File: config.mk
export PLATFORM = sky130hd
export DESIGN_NAME = execute_pipe
export DESIGN_NICKNAME = d
export VERILOG_FILES = /design/src/rtl/execute_pipe.sv
export SDC_FILE = /design/constraint.sdc
export NUM_CORES = 1
export LEC_CHECK = 0
export ABC_AREA = 1
export BUFFER_PORTS_ARGS = -buffer_cell sky130_fd_sc_hd__buf_2
export CAP_MARGIN = 40
export CORE_MARGIN = 3
export CORE_UTILIZATION = 30
export CTS_CLUSTER_DIAMETER = 60
export DETAILED_ROUTE_END_ITERATION = 6
export PLACE_DENSITY_LB_ADDON = 0.1
export SYNTH_ARGS = -nofsm -noshare
export SYNTH_HDL_FRONTEND = slang
export SYNTH_SLANG_ARGS = --single-unit
File: constraint.sdc
create_clock -name clk -period 8.6 [get_ports clk]
set_clock_uncertainty 0.15 [all_clocks]
set_input_delay 0 -clock clk [delete_from_list [all_inputs] [get_ports clk]]
set_output_delay 0 -clock clk [all_outputs]
set_load 0.05 [all_outputs]
File: src/rtl/execute_pipe.sv
// Execute stage: ALU (ADD/SUB/AND/ORR/PASSB), iterative shift-add MUL, branch-target adder.
// Latency: 1 edge for single-cycle ops, WORD+1 edges for MUL.
// Backpressure: one result register; in_ready follows out_ready when full, 0 while multiplying.
module execute_pipe #(
    parameter int WORD     = 64,
    parameter int BR_SHIFT = 2
) (
    input  logic            clk,
    input  logic            reset,
    input  logic            in_valid,
    output logic            in_ready,
    input  logic [WORD-1:0] cur_pc,
    input  logic [WORD-1:0] read_data1,
    input  logic [WORD-1:0] read_data2,
    input  logic [WORD-1:0] sign_extended_output,
    input  logic [1:0]      alu_op,
    input  logic [10:0]     opcode,
    input  logic            alu_src,
    input  logic            flush,
    output logic            out_valid,
    input  logic            out_ready,
    output logic [WORD-1:0] branch_target,
    output logic [WORD-1:0] alu_result,
    output logic            zero,
    output logic            busy
);

    localparam int CNT_W = $clog2(WORD + 1);
    localparam logic [CNT_W-1:0] CNT_LAST = CNT_W'(WORD);

    localparam logic [10:0] OPC_ADD = 11'b10001011000;
    localparam logic [10:0] OPC_SUB = 11'b11001011000;
    localparam logic [10:0] OPC_AND = 11'b10001010000;
    localparam logic [10:0] OPC_ORR = 11'b10101010000;
    localparam logic [10:0] OPC_MUL = 11'b10011011000;

    typedef enum logic [1:0] {ST_IDLE, ST_MUL, ST_FULL} state_t;
    typedef enum logic [2:0] {FN_ADD, FN_SUB, FN_AND, FN_ORR, FN_PASSB, FN_MUL} alu_fn_t;

    typedef struct packed {
        logic [WORD-1:0] mcand;
        logic [WORD-1:0] mplier;
        logic [WORD-1:0] prod;
    } mul_t;

    state_t          state_q, state_d;
    alu_fn_t         fn;
    mul_t            mul_q;
    logic [CNT_W-1:0] mul_cnt;
    logic [WORD-1:0] b_sel;
    logic [WORD-1:0] res;
    logic [WORD-1:0] imm_shifted;
    logic [WORD-1:0] bt_next;
    logic            accept;

    always_comb begin
        fn = FN_ADD;
        case (alu_op)
            2'b01: fn = FN_PASSB;
            2'b10: begin
                case (opcode)
                    OPC_ADD: fn = FN_ADD;
                    OPC_SUB: fn = FN_SUB;
                    OPC_AND: fn = FN_AND;
                    OPC_ORR: fn = FN_ORR;
                    OPC_MUL: fn = FN_MUL;
                    default: fn = FN_ADD;
                endcase
            end
            default: fn = FN_ADD;
        endcase
    end

    always_comb begin
        b_sel       = alu_src ? sign_extended_output : read_data2;
        imm_shifted = sign_extended_output << BR_SHIFT;
        bt_next     = cur_pc + imm_shifted;
        res         = '0;
        case (fn)
            FN_ADD:   res = read_data1 + b_sel;
            FN_SUB:   res = read_data1 - b_sel;
            FN_AND:   res = read_data1 & b_sel;
            FN_ORR:   res = read_data1 | b_sel;
            FN_PASSB: res = b_sel;
            default:  res = '0;
        endcase
    end

    // Reset forces in_ready low so nothing is taken while the block is being cleared.
    assign in_ready  = !reset && ((state_q == ST_IDLE) || (state_q == ST_FULL && out_ready));
    assign accept    = in_valid && in_ready && !flush;
    assign out_valid = (state_q == ST_FULL);
    assign busy      = (state_q == ST_MUL) && (mul_cnt != CNT_LAST);

    always_comb begin
        state_d = state_q;
        if (flush) begin
            state_d = ST_IDLE;
        end else begin
            case (state_q)
                ST_IDLE: begin
                    if (accept) state_d = (fn == FN_MUL) ? ST_MUL : ST_FULL;
                end
                ST_MUL: begin
                    if (mul_cnt == CNT_LAST) state_d = ST_FULL;
                end
                ST_FULL: begin
                    if (accept)         state_d = (fn == FN_MUL) ? ST_MUL : ST_FULL;
                    else if (out_ready) state_d = ST_IDLE;
                end
                default: state_d = ST_IDLE;
            endcase
        end
    end

    always_ff @(posedge clk) begin
        if (reset) state_q <= ST_IDLE;
        else       state_q <= state_d;
    end

    // After WORD iterations the extra MUL cycle (count == WORD) publishes the product.
    always_ff @(posedge clk) begin
        if (reset) begin
            alu_result    <= '0;
            branch_target <= '0;
            zero          <= 1'b1;
            mul_q         <= '0;
            mul_cnt       <= '0;
        end else if (accept) begin
            branch_target <= bt_next;
            if (fn == FN_MUL) begin
                mul_q.mcand  <= read_data1;
                mul_q.mplier <= b_sel;
                mul_q.prod   <= '0;
                mul_cnt      <= '0;
            end else begin
                alu_result <= res;
                zero       <= (res == '0);
            end
        end else if (!flush && state_q == ST_MUL) begin
            if (mul_cnt != CNT_LAST) begin
                if (mul_q.mplier[0]) mul_q.prod <= mul_q.prod + mul_q.mcand;
                mul_q.mcand  <= mul_q.mcand << 1;
                mul_q.mplier <= mul_q.mplier >> 1;
                mul_cnt      <= mul_cnt + 1'b1;
            end else begin
                alu_result <= mul_q.prod;
                zero       <= (mul_q.prod == '0);
            end
        end
    end

endmodule

## After elaboration in Yosys (flattened, before gate mapping)

Index checks and enable logic that the tools add are counted.

- Output and inout bits: 132
- Input port bits: 275
- Register bits: 330
- Logic and storage cells: 84

- Multiplexer cells: 27
- Add/sub/neg operators: 5
- Bitwise operators: 2
- Eq/ne operators: 21
- Reductions and logical operators: 21

Operators by type and width:

| kind | number |
|---|---|
| $mux 192 | 4 |
| $mux 64 | 6 |
| $pmux 64 s5 | 1 |
| $add 64x64->64 | 3 |
| $logic_not 64->1 | 2 |
| $and 64x64->64 | 1 |
| $or 64x64->64 | 1 |
| $sub 64x64->64 | 1 |
| $eq 11x11->1 const B | 4 |
| $mux 7 | 4 |
| $pmux 3 s4 | 1 |
| $mux 2 | 5 |
| $reduce_and 3->1 | 3 |
| $add 7x1->7 const B | 1 |
| $eq 7x7->1 const B | 1 |
| $ne 7x7->1 const B | 1 |
| $eq 3x2->1 const B | 2 |
| $eq 3x3->1 const B | 2 |
| $logic_and 1x1->1 | 6 |
| $ne 2x2->1 const B | 3 |
| $pmux 2 s3 | 1 |
| $pmux 3 s2 | 1 |
| $reduce_bool 2->1 | 3 |
| $eq 2x1->1 const B | 2 |
| 11 further kinds | 17 |

## Depth between registers and ports, before layout

- Depth in word-level cells: 8
- Gate-level depth with buffers: 40
- Depth with buffers taken out: 39

## Least setup slack after synthesis

OpenSTA, ideal clock, no wires.

- Path type: input port to flip-flop
- Start: input port alu_op[0]
- End: register zero
- Library setup time: 0.060 ns
- Arrival time: 3.905 ns
- Stages on the path: 30
- Buffers on the path: 2
- Data required time: 8.390 ns
- Slack: 4.485 ns
- Path through: inv_1 -> ha_1 -> nor2_2 -> nand3_1 -> nor2_2 -> nor2_1 -> nand2_1 -> buf_2 -> clkbuf_1 -> o21ai_0 -> xor2_1 -> ha_1 -> nand2_1 -> nor2_1 -> nand2_1 -> nor2_1 -> nand2_1 -> nand3_1 -> nand2_1 -> nand2_1 -> a21boi_0 -> or2_2 -> nand3_1 -> nand2_1 -> nand3b_1 -> nor2_1 -> nand2_1 -> nand2_1 -> nand2_1 -> nand2_1

- Word-level cells in the longest chain between the ends: 7
- Elaborated cells between the ends (all ways): 15
- Those cells by class: eq/ne (8); mux (4); reduce/logical (3)

Ends and longest elaborated chain:

| item | RTL line | text |
|---|---|---|
| from (decl) | 16 | `input logic [1:0] alu_op,` |
| $eq 2x2->1 / $eq 2x1->1 (equally long branches) | 58 | `case (alu_op)` |
| $pmux 3 s2 (*) | 58 |  |
| $eq 3x3->1, or another cell as far along | 79 | `case (fn)` |
| $pmux 64 s5 | 79 |  |
| $logic_not 64->1 | 138 | `zero <= (res == '0);` |
| $mux 1 | 131 | `if (fn == FN_MUL) begin` |
| $mux 1 | 129 | `end else if (accept) begin` |
| to (signal assigned) | 138 |  |
| to (signal assigned) | 148 | `zero <= (mul_q.prod == '0);` |
| to (decl) | 24 | `output logic zero,` |

Every way passes the cells marked *; elsewhere a longest branch is shown, timed or not. The select of a mux whose other input is x is not followed.
A chain may end at the register's enable or synchronous reset.

## Worst setup path after layout

Same ends and word-level chain as after synthesis.

==> run metrics <==
synth top area cells dfxtp_1 21%, nand2_1 16%, a21oi_1 9.4%; die width 333 um; Synth cell types 68; ANT nets after route 0; CP peak stage delay 0.82 ns; CP max FO 30; CP Launch Type primary input; CP required 9.04 ns; Sw Ratio 37.8%; Worst path most repeated cell nand2_1; synthesized cell area 0.0321 mm^2; hold path depth 6; Worst Path Buf+Inv 6; critical path class in -> reg; DR vias/cell 5.13; DR pass1 iterations 5; Final Instance Area 0.0404 mm^2; slew margin rel. 36.3%; total chip power 5.60 mW; post-DP HPWL 130000 um; postcts setup bufs 0; CTS buffer count 52; Area Overhead vs Synth 25.9%; pwr/cell area 139 mW/mm^2; core box area 0.106 mm^2; GRT Residual Overflow 0; Initial DRC Count 2917; CTS tree done; total nets after synthesis 6029; Hold/Removal Path Class in -> reg; worst setup margin 1.92 ns; GPL Wtd Cong 1.00; TritonCTS Sinks 330; final number of max-transition violations 0; number of max-cap violations 0; clock share of power 38.2%; Min Clock Period, post-route 6.68 ns; nets 6653; Yosys top cell by area dfxtp_1; actual transition at the worst max-transition pin 0.956 ns; leading cell type in the layout, fill and taps excluded nand2_1; most frequent cells in the layout 1353 x nand2_1, 750 x inv_1, 685 x nor2_1; status finished clean; clock slew at reported path FFs 0.06 ns; sequential fraction of the synthesis area 20.6%; initial core utilization 30.4%; wire length per cell 21.2 um; Reg power frac 28.9%; post-synth top area share 20.6%; Critical-path top delay cell nor2_1; dominant synthesized flop cell dfxtp_1; cts repair resizes 0; global-route usage over all layers 28.1%; Setup TNS 0 ns; first-pass GRT wire length 238000 um; die height 333 um; share of cells above drive strength 1 10.6%; Fmax 0.150 GHz; Clock Path Buffers 3; critical path's top delay family simple AND/OR/NAND/NOR gates; Final period util 77.6%; Residual DRC 0; clk_lat worst skew 0.63 ns; largest net degree at the start of global routing 112; unrepaired setup endpoints after global routing no; H-tree depth 2; core occupancy in the finished layout 38.2%; Avg Inst Size Synth 5.78 um^2; combinational share of power 32.9%; number of global-route vias before repair 38000; WP data arrival 7.11 ns; Worst path depth 35; Placement Setup Slack 1.43 ns; Int Power 3.49 mW; Switch Pwr 2.11 mW; Port Buffers 406; CTS root buffer clkbuf_16; leakage 19.6 nW; CP Capture Type flop; final hold vios 0; initial antenna violation count 6; Via Count 39000; FP Rows 119; worst r2r path cells 13; I/O Pins 407; # setup viols final 0; Yosys reg bits 330; Cells after Synth 5557; worst IR drop on VDD 0.125 mV; Routed WL 162000 um; Finished Layout Cells 7617; Post-Place Cells 7198; worst hold margin 0.0392 ns; Yosys Warn Count 0; Die Area 0.111 mm^2; ys async rst share 0%; placed cell areas 0.0355 mm^2; number of flops mapped to enable cells by yosys 0
## state kept, by name, summed over array words and instances, names as in the netlist
register       count
alu_result        64
branch_target     64
mul_cnt            7
mul_q            192
state_q            2
zero               1
## worst reg2reg max path, cell delays in order (launching register included)
cell and delay [ns]:
dfxtp_1 0.33, a211oi_1 0.44, nand3_4 0.74, inv_8 0.88
a21oi_1 0.23, inv_1 0.12, nand2_2 0.18, inv_6 0.40
nand2_1 0.31, nand2_1 0.69, inv_2 0.23, buf_12 0.25
nand2_1 0.11, a21oi_1 0.06
## area by class of cell
| class | count | area (um^2) |
|---|---|---|
| repair buffers | 766 | 5600 |
| flip-flops and latches | 330 | 6610 |
| multi-input cells | 4259 | 21800 |
| diodes | 6 | 15.0 |
| well taps | 1391 | 1740 |
| inverters | 772 | 2920 |
| fillers | 11800 | 65300 |
| clock inverters | 24 | 238 |
| clock buffers | 69 | 1490 |
## cells in the mapped netlist, types with 5 or more instances
cell      instances
a31oi_1         114
o21ai_0         508
o211ai_1         18
or2_2            40
buf_1            14
or2_1            10
o21bai_1         20
nor2_1          690
o21ai_2          13
inv_2            16
o21ai_1           8
buf_2            27
and2_1            8
nand3b_1         25
nor4_1           30
a21oi_1         602
o21a_1           33
a21o_1           14
a221oi_1          9
xnor2_1          22
a21boi_0         23
nand2_2          13
a211oi_1          5
or2_0             6
nand2_1        1353
xor2_1           95
ha_1            194
buf_6             7
nand4_1          69
clkbuf_1        147
o221ai_1          8
nand3_1         222
inv_1           751
nor3_1           47
dfxtp_1         330
nor2_2            6
## final timing paths
check / from / endpoint / slack [ns]
max reg2reg: state_q[1]$_SDFFE_PP0P_ / mul_q[45]$_SDFFE_PP0P_ / 3.35
min: cur_pc[36] / branch_target[36]$_SDFFE_PP0P_ / 0.04
min reg2reg: mul_cnt[6]$_SDFFE_PP0P_ / mul_cnt[6]$_SDFFE_PP0P_ / 0.31
max: alu_op[0] / zero$_SDFFE_PP1P_ / 1.92
## timing repair
| item | CTS | global route |
|---|---|---|
| hold buffers | 320 | 0 |
| endpoints found under the setup margin | 0 | 0 |
| hold endpoints to repair | 300 | 0 |
## metal layers
metal / track usage (%) / part of all wire (%)
met1: 37.0 / 45
met2: 47.2 / 46
met3: 3.27 / 5.1
met4: 9.98 / 3.7
met5: 0 / 0
## cells by family (layout without fill, tap and decap cells)
kind of cell	count (synthesis)	in the layout	synth area share [%]
fa+ha+maj	197	197	7.74
xor+xnor	117	117	3.19
flops	330	330	20.6
compound gates	1400	1400	23.8
mux	4	4	0.136
simple gates	2541	2541	32.9
other cells	0	6	0
buf+inv	968	1631	11.6
## power by group through the flow
stage / Clock, mW / Sequential, mW / Combinational (mW)
global route: 2.25 / 1.62 / 2.02
finish: 2.14 / 1.62 / 1.84
detailed placement: 0 / 1.65 / 1.65
CTS: 2.21 / 1.62 / 1.81
floorplan: 0 / 1.71 / 1.00
global placement: 0 / 1.65 / 1.65
No activity file was read; power rests on OpenSTA's default activity.
